[src/rtl/sc_note_serializer_if.sv]
// rtl/sc_note_serializer_if.sv - note word input handshake between the note source and the serializer
interface sc_note_serializer_if #(
   parameter int WIDTH = 37
) ();
   logic [WIDTH-1:0] in_data;
   logic             in_valid;
   logic             in_ready;

   modport master (output in_data, output in_valid, input in_ready);
   modport slave  (input in_data, input in_valid, output in_ready);
endinterface

[src/rtl/sc_note_serializer.sv]
// rtl/sc_note_serializer.sv - FIFO-buffered framed serial transmitter for note words
module sc_note_serializer #(
   parameter int WIDTH        = 37,
   parameter int CLKS_PER_BIT = 16,
   parameter int FIFO_DEPTH   = 4
) (
   input  logic                        clk,
   input  logic                        rst,
   input  logic                        pause,
   sc_note_serializer_if.slave         in_if,
   output logic                        tx,
   output logic                        tx_busy,
   output logic                        frame_done,
   output logic [$clog2(FIFO_DEPTH):0] fifo_count
);
   localparam int PW = $clog2(FIFO_DEPTH);
   localparam int NW = PW + 1;
   localparam int CW = (CLKS_PER_BIT > 1) ? $clog2(CLKS_PER_BIT) : 1;
   localparam int BW = (WIDTH > 1) ? $clog2(WIDTH) : 1;

   typedef enum logic [2:0] {IDLE, START, DATA, PARITY, STOP} state_t;

   state_t           state;
   logic [WIDTH-1:0] mem [FIFO_DEPTH];
   logic [PW-1:0]    wr_ptr;
   logic [PW-1:0]    rd_ptr;
   logic [NW-1:0]    count;
   logic [WIDTH-1:0] shreg;
   logic             parity;
   logic [CW-1:0]    cyc;
   logic [BW-1:0]    bit_cnt;
   logic             push;
   logic             pop;
   logic             cyc_last;
   logic             bit_last;

   // in_ready looks only at the registered count, so a full FIFO refuses a word even on a pop cycle
   assign in_if.in_ready = (count != NW'(FIFO_DEPTH));
   assign push           = in_if.in_valid && in_if.in_ready;
   assign pop            = (state == IDLE) && (count != '0) && !pause;
   assign cyc_last       = (cyc == CW'(CLKS_PER_BIT - 1));
   assign bit_last       = (bit_cnt == BW'(WIDTH - 1));
   assign fifo_count     = count;
   assign tx_busy        = (state != IDLE);
   assign frame_done     = (state == STOP) && cyc_last;

   // FIFO storage write; contents need no reset because count gates every read
   always_ff @(posedge clk) begin
      if (push) begin
         mem[wr_ptr] <= in_if.in_data;
      end
   end

   // FIFO pointers and occupancy; a simultaneous push and pop leaves the count unchanged
   always_ff @(posedge clk) begin
      if (rst) begin
         wr_ptr <= '0;
         rd_ptr <= '0;
         count  <= '0;
      end else begin
         if (push) begin
            wr_ptr <= wr_ptr + 1'b1;
         end
         if (pop) begin
            rd_ptr <= rd_ptr + 1'b1;
         end
         if (push && !pop) begin
            count <= count + 1'b1;
         end else if (pop && !push) begin
            count <= count - 1'b1;
         end
      end
   end

   // Frame sequencer: start, WIDTH data bits LSB first, even parity, stop; each bit CLKS_PER_BIT cycles
   always_ff @(posedge clk) begin
      if (rst) begin
         state   <= IDLE;
         shreg   <= '0;
         parity  <= 1'b0;
         cyc     <= '0;
         bit_cnt <= '0;
      end else begin
         case (state)
            IDLE: begin
               if (pop) begin
                  shreg   <= mem[rd_ptr];
                  parity  <= ^mem[rd_ptr];
                  cyc     <= '0;
                  bit_cnt <= '0;
                  state   <= START;
               end
            end
            START: begin
               cyc <= cyc_last ? '0 : cyc + 1'b1;
               if (cyc_last) begin
                  state <= DATA;
               end
            end
            DATA: begin
               cyc <= cyc_last ? '0 : cyc + 1'b1;
               if (cyc_last) begin
                  shreg   <= shreg >> 1;
                  bit_cnt <= bit_cnt + 1'b1;
                  if (bit_last) begin
                     state <= PARITY;
                  end
               end
            end
            PARITY: begin
               cyc <= cyc_last ? '0 : cyc + 1'b1;
               if (cyc_last) begin
                  state <= STOP;
               end
            end
            STOP: begin
               cyc <= cyc_last ? '0 : cyc + 1'b1;
               if (cyc_last) begin
                  state <= IDLE;
               end
            end
            default: begin
               state <= IDLE;
            end
         endcase
      end
   end

   // Line level decoded from registered state only, so it cannot glitch within a bit
   always_comb begin
      tx = 1'b1;
      case (state)
         START:   tx = 1'b0;
         DATA:    tx = shreg[0];
         PARITY:  tx = parity;
         default: tx = 1'b1;
      endcase
   end
endmodule

[src/flat_wrapper.sv]
// flat-port wrapper written by rule: the top's interface ports become plain ports
module sc_note_serializer_flat 
#(
   parameter int WIDTH        = 37,
   parameter int CLKS_PER_BIT = 16,
   parameter int FIFO_DEPTH   = 4
)
  (clk, rst, pause, tx, tx_busy, frame_done, fifo_count, in_if_in_data, in_if_in_valid, in_if_in_ready);
  sc_note_serializer_if #(.WIDTH(WIDTH)) in_if_i ();
  input  logic clk;
  input  logic rst;
  input  logic pause;
  output logic tx;
  output logic tx_busy;
  output logic frame_done;
  output logic [$clog2(FIFO_DEPTH):0] fifo_count;
  input wire logic [$bits(in_if_i.in_data)-1:0] in_if_in_data;
  input wire logic [$bits(in_if_i.in_valid)-1:0] in_if_in_valid;
  output wire logic [$bits(in_if_i.in_ready)-1:0] in_if_in_ready;
  assign in_if_i.in_data = in_if_in_data;
  assign in_if_i.in_valid = in_if_in_valid;
  assign in_if_in_ready = in_if_i.in_ready;
  sc_note_serializer #(.WIDTH(WIDTH), .CLKS_PER_BIT(CLKS_PER_BIT), .FIFO_DEPTH(FIFO_DEPTH)) u_core (.clk(clk), .rst(rst), .pause(pause), .in_if(in_if_i), .tx(tx), .tx_busy(tx_busy), .frame_done(frame_done), .fifo_count(fifo_count));
endmodule
[config.mk]
export PLATFORM = sky130hd
export DESIGN_NAME = sc_note_serializer_flat
export DESIGN_NICKNAME = d
export VERILOG_FILES = /design/src/rtl/sc_note_serializer_if.sv /design/src/rtl/sc_note_serializer.sv /design/src/flat_wrapper.sv
export SDC_FILE = /design/constraint.sdc
export NUM_CORES = 1
export LEC_CHECK = 0
export CAP_MARGIN = 25
export CORE_MARGIN = 3
export CORE_UTILIZATION = 53
export CTS_CLUSTER_SIZE = 16
export DETAILED_ROUTE_END_ITERATION = 6
export PLACE_DENSITY = 0.82
export SLEW_MARGIN = 30
export SYNTH_ARGS = -nofsm -noshare
export SYNTH_HDL_FRONTEND = slang
export SYNTH_SLANG_ARGS = --single-unit
[constraint.sdc]
create_clock -name clk -period 2.7 [get_ports clk]
set_clock_uncertainty 0.15 [all_clocks]
set_input_delay 0.405 -clock clk [delete_from_list [all_inputs] [get_ports clk]]
set_output_delay 0.405 -clock clk [all_outputs]
set_load 0.03 [all_outputs]
* Yosys cells after proc, flatten, opt, wreduce, memory -nomap -nowiden
Memories as Yosys holds them, arrays and structs flattened. A register that Yosys moved wholly into a read port is not among the register bits.
Cells that the tools add are included.
Widths: inputs -> output; s select.
** Storage, ports and cells
- Output and inout bits :: 7
- Word-level logic and storage cells :: 72
- Register bits after elaboration :: 58
- RAM bits :: 148
- Input port bits :: 41
- Memories :: 1
** Memories
- u_core.mem :: depth 4, width 37, read ports 1, clocked after memory_dff 1, write ports 1, line sc_note_serializer.sv:24 : logic [WIDTH-1:0] mem [FIFO_DEPTH];
** Operators by class
- Add/subtract/negate cells :: 6
- Reductions and logical operators :: 21
- Multiplexer cells :: 23
- Eq/ne operators :: 13
** Operators with widths (count)
- $mux 37 :: 2
- $pmux 37 s2 :: 1
- $reduce_xor 37->1 :: 1
- $mux 3 :: 8
- $pmux 3 s5 :: 1
- $mux 6 :: 2
- $ne 2x1->1 const B :: 6
- $pmux 6 s2 :: 1
- $mux 4 :: 2
- $pmux 4 s2 :: 1
- $add 6x1->6 const B :: 1
- $eq 3x2->1 const B :: 2
- $eq 6x6->1 const B :: 1
- $logic_and 1x1->1 :: 6
- $reduce_and 6->1 :: 1
- $reduce_bool 2->1 :: 3
- $reduce_bool 3->1 :: 2
- $add 2x1->2 const B :: 2
- $add 4x1->4 const B :: 1
- $eq 4x4->1 const B :: 1
- $mux 2 :: 2
- $reduce_and 2->1 :: 2
- $reduce_or 4->1 :: 1
- $add 3x1->3 const B :: 1
- 9 further kinds :: 12

* Logic depth before layout (Yosys ltp)
- Depth in word-level cells :: 6
- Mapped depth :: 10
- Mapped depth without buffers :: 9

* Worst setup path before layout
No wires, ideal clock.
- Kind :: reg2reg
- Start :: register u_core.state[2]
- End :: register u_core.count[2], in the netlist u_core.fifo_count[2]
- Setup time :: 70 ps
- Path buffers :: 1
- Stages on the path, launching flop included :: 11
- Data arrival time :: 2487 ps
- Path slack :: -7 ps
- Data required time :: 2480 ps
- Period minus slack after synthesis :: 2707 ps
- Path through :: dfxtp_1 clkbuf_1 or3_1 nor3_1 inv_2 ha_1 inv_1 fa_1 xor2_1 or3_1 a21oi_1
** On the way
- Word-level cells in the longest chain between the ends :: 6
- Elaborated cells between the ends (all ways) :: 8
- Those cells by class :: mux (1); reduce/logical (7)
** Ends and longest elaborated chain
- start: declaration :: line sc_note_serializer.sv:23 : state_t state;
- start signal: assignment :: line sc_note_serializer.sv:78 : state <= IDLE;
- start signal: assignment :: line sc_note_serializer.sv:91 : state <= START;
- start signal: assignment :: line sc_note_serializer.sv:97 : state <= DATA;
- $logic_not 3->1 (*) :: line sc_note_serializer.sv:40 : assign pop = (state == IDLE) && (count != '0) && !pause;
- $logic_and 1x1->1 (*) (2 in series) :: line sc_note_serializer.sv:40
- $logic_not 1->1 :: line sc_note_serializer.sv:67 : if (push && !pop) begin
- $logic_and 1x1->1 :: line sc_note_serializer.sv:67
- $mux 3 or $reduce_bool 2->1 (tied branches)
- end signal: assignment :: line sc_note_serializer.sv:68 : count <= count + 1'b1;
- end signal: assignment :: line sc_note_serializer.sv:70 : count <= count - 1'b1;
- end: declaration :: line sc_note_serializer.sv:27 : logic [NW-1:0] count;
Every way passes the cells marked *; elsewhere a longest branch is shown, timed or not.
A chain may end at the register's enable or synchronous reset.

* Final worst setup path
- Start :: register u_core.state[1]
- End :: output tx
** On the way
- Word-level cells in the longest chain between the ends :: 2
- Elaborated cells between the ends (all ways) :: 4
- Those cells by class :: eq/ne (3); mux (1)
** Ends and longest elaborated chain
- $eq 3x2->1 or $eq 3x1->1 (tied branches) :: line sc_note_serializer.sv:132 : case (state)
- $pmux 1 s3 (*) :: line sc_note_serializer.sv:132
- end: declaration :: line flat_wrapper.sv:13 : output logic tx;
Marks and branches as above.

==> results.md <==
* Status: complete, no violations
* Clk buf depth at 3
* Initial Utilization at 54.7%
* Synthesis Warnings at 0
* Syn nets at 578
* WL final at 15,600 um
* Vias in the first global route at 4,947
* Iteration-0 DRC Markers at 281
* CTS tree: done
* Cell Rows at 45
* Pleak at 3.25 nW
* Synth async-reset ratio at 0%
* Ys flop type: edfxtp_1
* Largest net degree at the start of global routing at 83
* Worst skew pair latency at 0.49 ns
* Synth top cells by count: edfxtp_1, dfxtp_1, nor2_1
* Share of the synthesized area in the top cell type at 52.8%
* TritonCTS buffer count at 22
* CP bufs+invs at 2
* Fin crit period at 2.57 ns
* Maximum fanout along the worst path at 11
* P&R area growth vs syn at 18.9%
* Global route total overflow at 0
* Routed len/inst at 19.2 um
* Final Hold Vio Count at 0
* Maximum VDD drop at 0.643 mV
* Area leader, netlist: edfxtp_1
* Diodes inserted at 0
* Arrival @ worst endpoint at 2.01 ns
* DPL Wire Length at 9580 um
* Final setup vio count at 0
* Post-synth EDFFs at 148
* Die Area at 17,400 sq um
* Vias per cell at 5.65
* I/O pins at 48
* Post-Synthesis Cell Area at 8410 sq um
* Die Ht at 132 um
* Top cells by area, synth: edfxtp_1, dfxtp_1, mux4_2, mux2i_1, a211oi_1
* Reg-to-reg setup timing slack at 0.15 ns
* Post-route ant nets at 0
* Port Buf Inserts at 47
* Tot GR Track Use at 18.4%
* Seq cells post-synth at 208
* Cell variety after synth at 38
* # H-tree levels at 1
* Clk slew on worst S/H paths at 0.06 ns
* Crit path kind: flop to primary output
* F_max at 390 MHz
* Sequential area share after synthesis at 67.1%
* Setup TNS at 0 ns
* DRC at 0
* Pwr per Cell Area at 1080 nW/um^2
* Drt pass-1 iters at 4
* Routed via count at 4,602
* Share of post-route cells with drive strength above 1 at 17.1%
* Total setup buffers inserted after CTS at 0
* Unrepaired setup endpoints after global routing: no
* First-pass GRT wire length at 25,700 um
* CTS root buf: clkbuf_16
* Worst-Margin Slew at 0.510 ns
* Family with the most delay on the worst path: buffers and inverters
* CP Launch Type: flop
* Antenna violations before repair at 0
* Most frequent cell after synthesis: edfxtp_1
* Syn_area_per_cell at 15.9 sq um
* Critical Path, Cell by Cell: buf_4 > a21oi_1 > a311o_1 > clkdlybuf4s50_1
* Post-layout util at 65.1%
* Core Box Area at 15,400 sq um
* Clk sinks at 208
* Die W at 132 um
* Worst hold path type: input pin to flop
* Required @ worst endpoint at 2.14 ns
* Placer Congestion at 0.774
* Nets at 638
* Final slew viol count at 0
* Cells after synthesis at 528
* Delay of the slowest cell on the worst path at 0.60 ns
* CP Capture Type: primary output
* CP max-delay cell: clkdlybuf4s50_1
* Post-route clock period utilization at 95.0%
* Slew headroom at 66.0%
* Max cap viols at 0
* # hold bufs at CTS at 0
## area by class of cell
class                           count  area (sq um)
Clock inverter                      9          72.6
Sequential cell                   208          5650
Tap cell                          211           264
Clock buffer                       30           643
Timing Repair Buffer               67           732
Multi-Input combinational cell    282          2620
Fill cell                        1058          5370
Inverter                            7          26.3
## timing repair
action                                  in CTS  in global routing
pin swaps                                    0                  1
gates resized for setup                      1                  3
cloned                                       0                  1
endpoints found under the setup margin       1                  1
## metrics by stage
stage	instance area [sq um]	cells	worst slack, ns	total power (W)	hold slack (ns)
5_1_grt	10000	814	0.0429	0.0113	0.180
3_3_place_gp	9250	774	0.0399	0.00772	0.313
4_1_cts	9960	813	0.0298	0.0108	0.166
3_5_place_dp	9250	774	0.0416	0.00786	0.325
2_1_floorplan	8410	528	0.0222	0.00698	0.296
6_report	10000	814	0.135	0.0108	0.181
## report_power, final
part           leakage, nW  total, W  internal (W)  switching [W]
Combinational         1.05   0.00369       0.00188        0.00181
Clock                0.350   0.00290       0.00176        0.00114
Sequential            1.85   0.00418       0.00394       0.000235
## path summary, 6_finish.rpt
kind,endpoint,start,depth (start not counted)
max,tx,u_core.state[1],4
min reg2reg,u_core.shreg[36],u_core.shreg[36],2
max reg2reg,u_core.parity,flop,8
min,u_core.state[0],rst,2
## cells by family after synthesis
group | synth area share [%]
DFF | 67.1
and+or+nand+nor | 5.53
muxes | 14.4
AOI/OAI and AO/OA | 4.26
xor gates and xnor gates | 5.03
buffers and inverters | 2.19
adders and majority gates | 1.43
## state kept, by name, indices dropped and copies added (netlist names), named ones only
register           count
u_core.wr_ptr          2
u_core.fifo_count      3
u_core.cyc             4
u_core.parity          1
u_core.bit_cnt         6
u_core.rd_ptr          2
u_core.mem           148
u_core.state           3
u_core.shreg          37
## routing by layer
layer / share of wire, % / vias up / wire length [um] / track usage (%)
met3: 4.4 / 26 / 685 / 3.59
met5: 0 / - / 0 / 0
met2: 53 / 104 / 8260 / 32.4
li1: - / 2131 / - / -
met4: 2.0 / 0 / 318 / 5.54
met1: 41 / 2341 / 6370 / 23.1
## placed cells by master, fill, tap and decap left out, types with 6 or more instances in the layout
cell type / count
a211oi_1: 36
a21oi_1: 11
buf_12: 8
buf_4: 11
clkbuf_16: 25
clkdlybuf4s50_1: 45
dfxtp_1: 59
edfxtp_1: 148
ha_1: 8
inv_1: 6
mux2i_1: 38
mux4_2: 37
nand2_1: 11
nor2_1: 54
xnor2_1: 27
xor2_1: 13
## worst register-to-register path, stage by stage (launching register included)
cell      delay (ns)
dfxtp_4         0.41
buf_12          0.16
mux4_2          0.53
xnor2_1         0.16
xnor2_1         0.24
xnor2_1         0.16
xnor3_1         0.46
nand3b_1        0.10
o211ai_1        0.07
(Power assumes the default switching activity.)
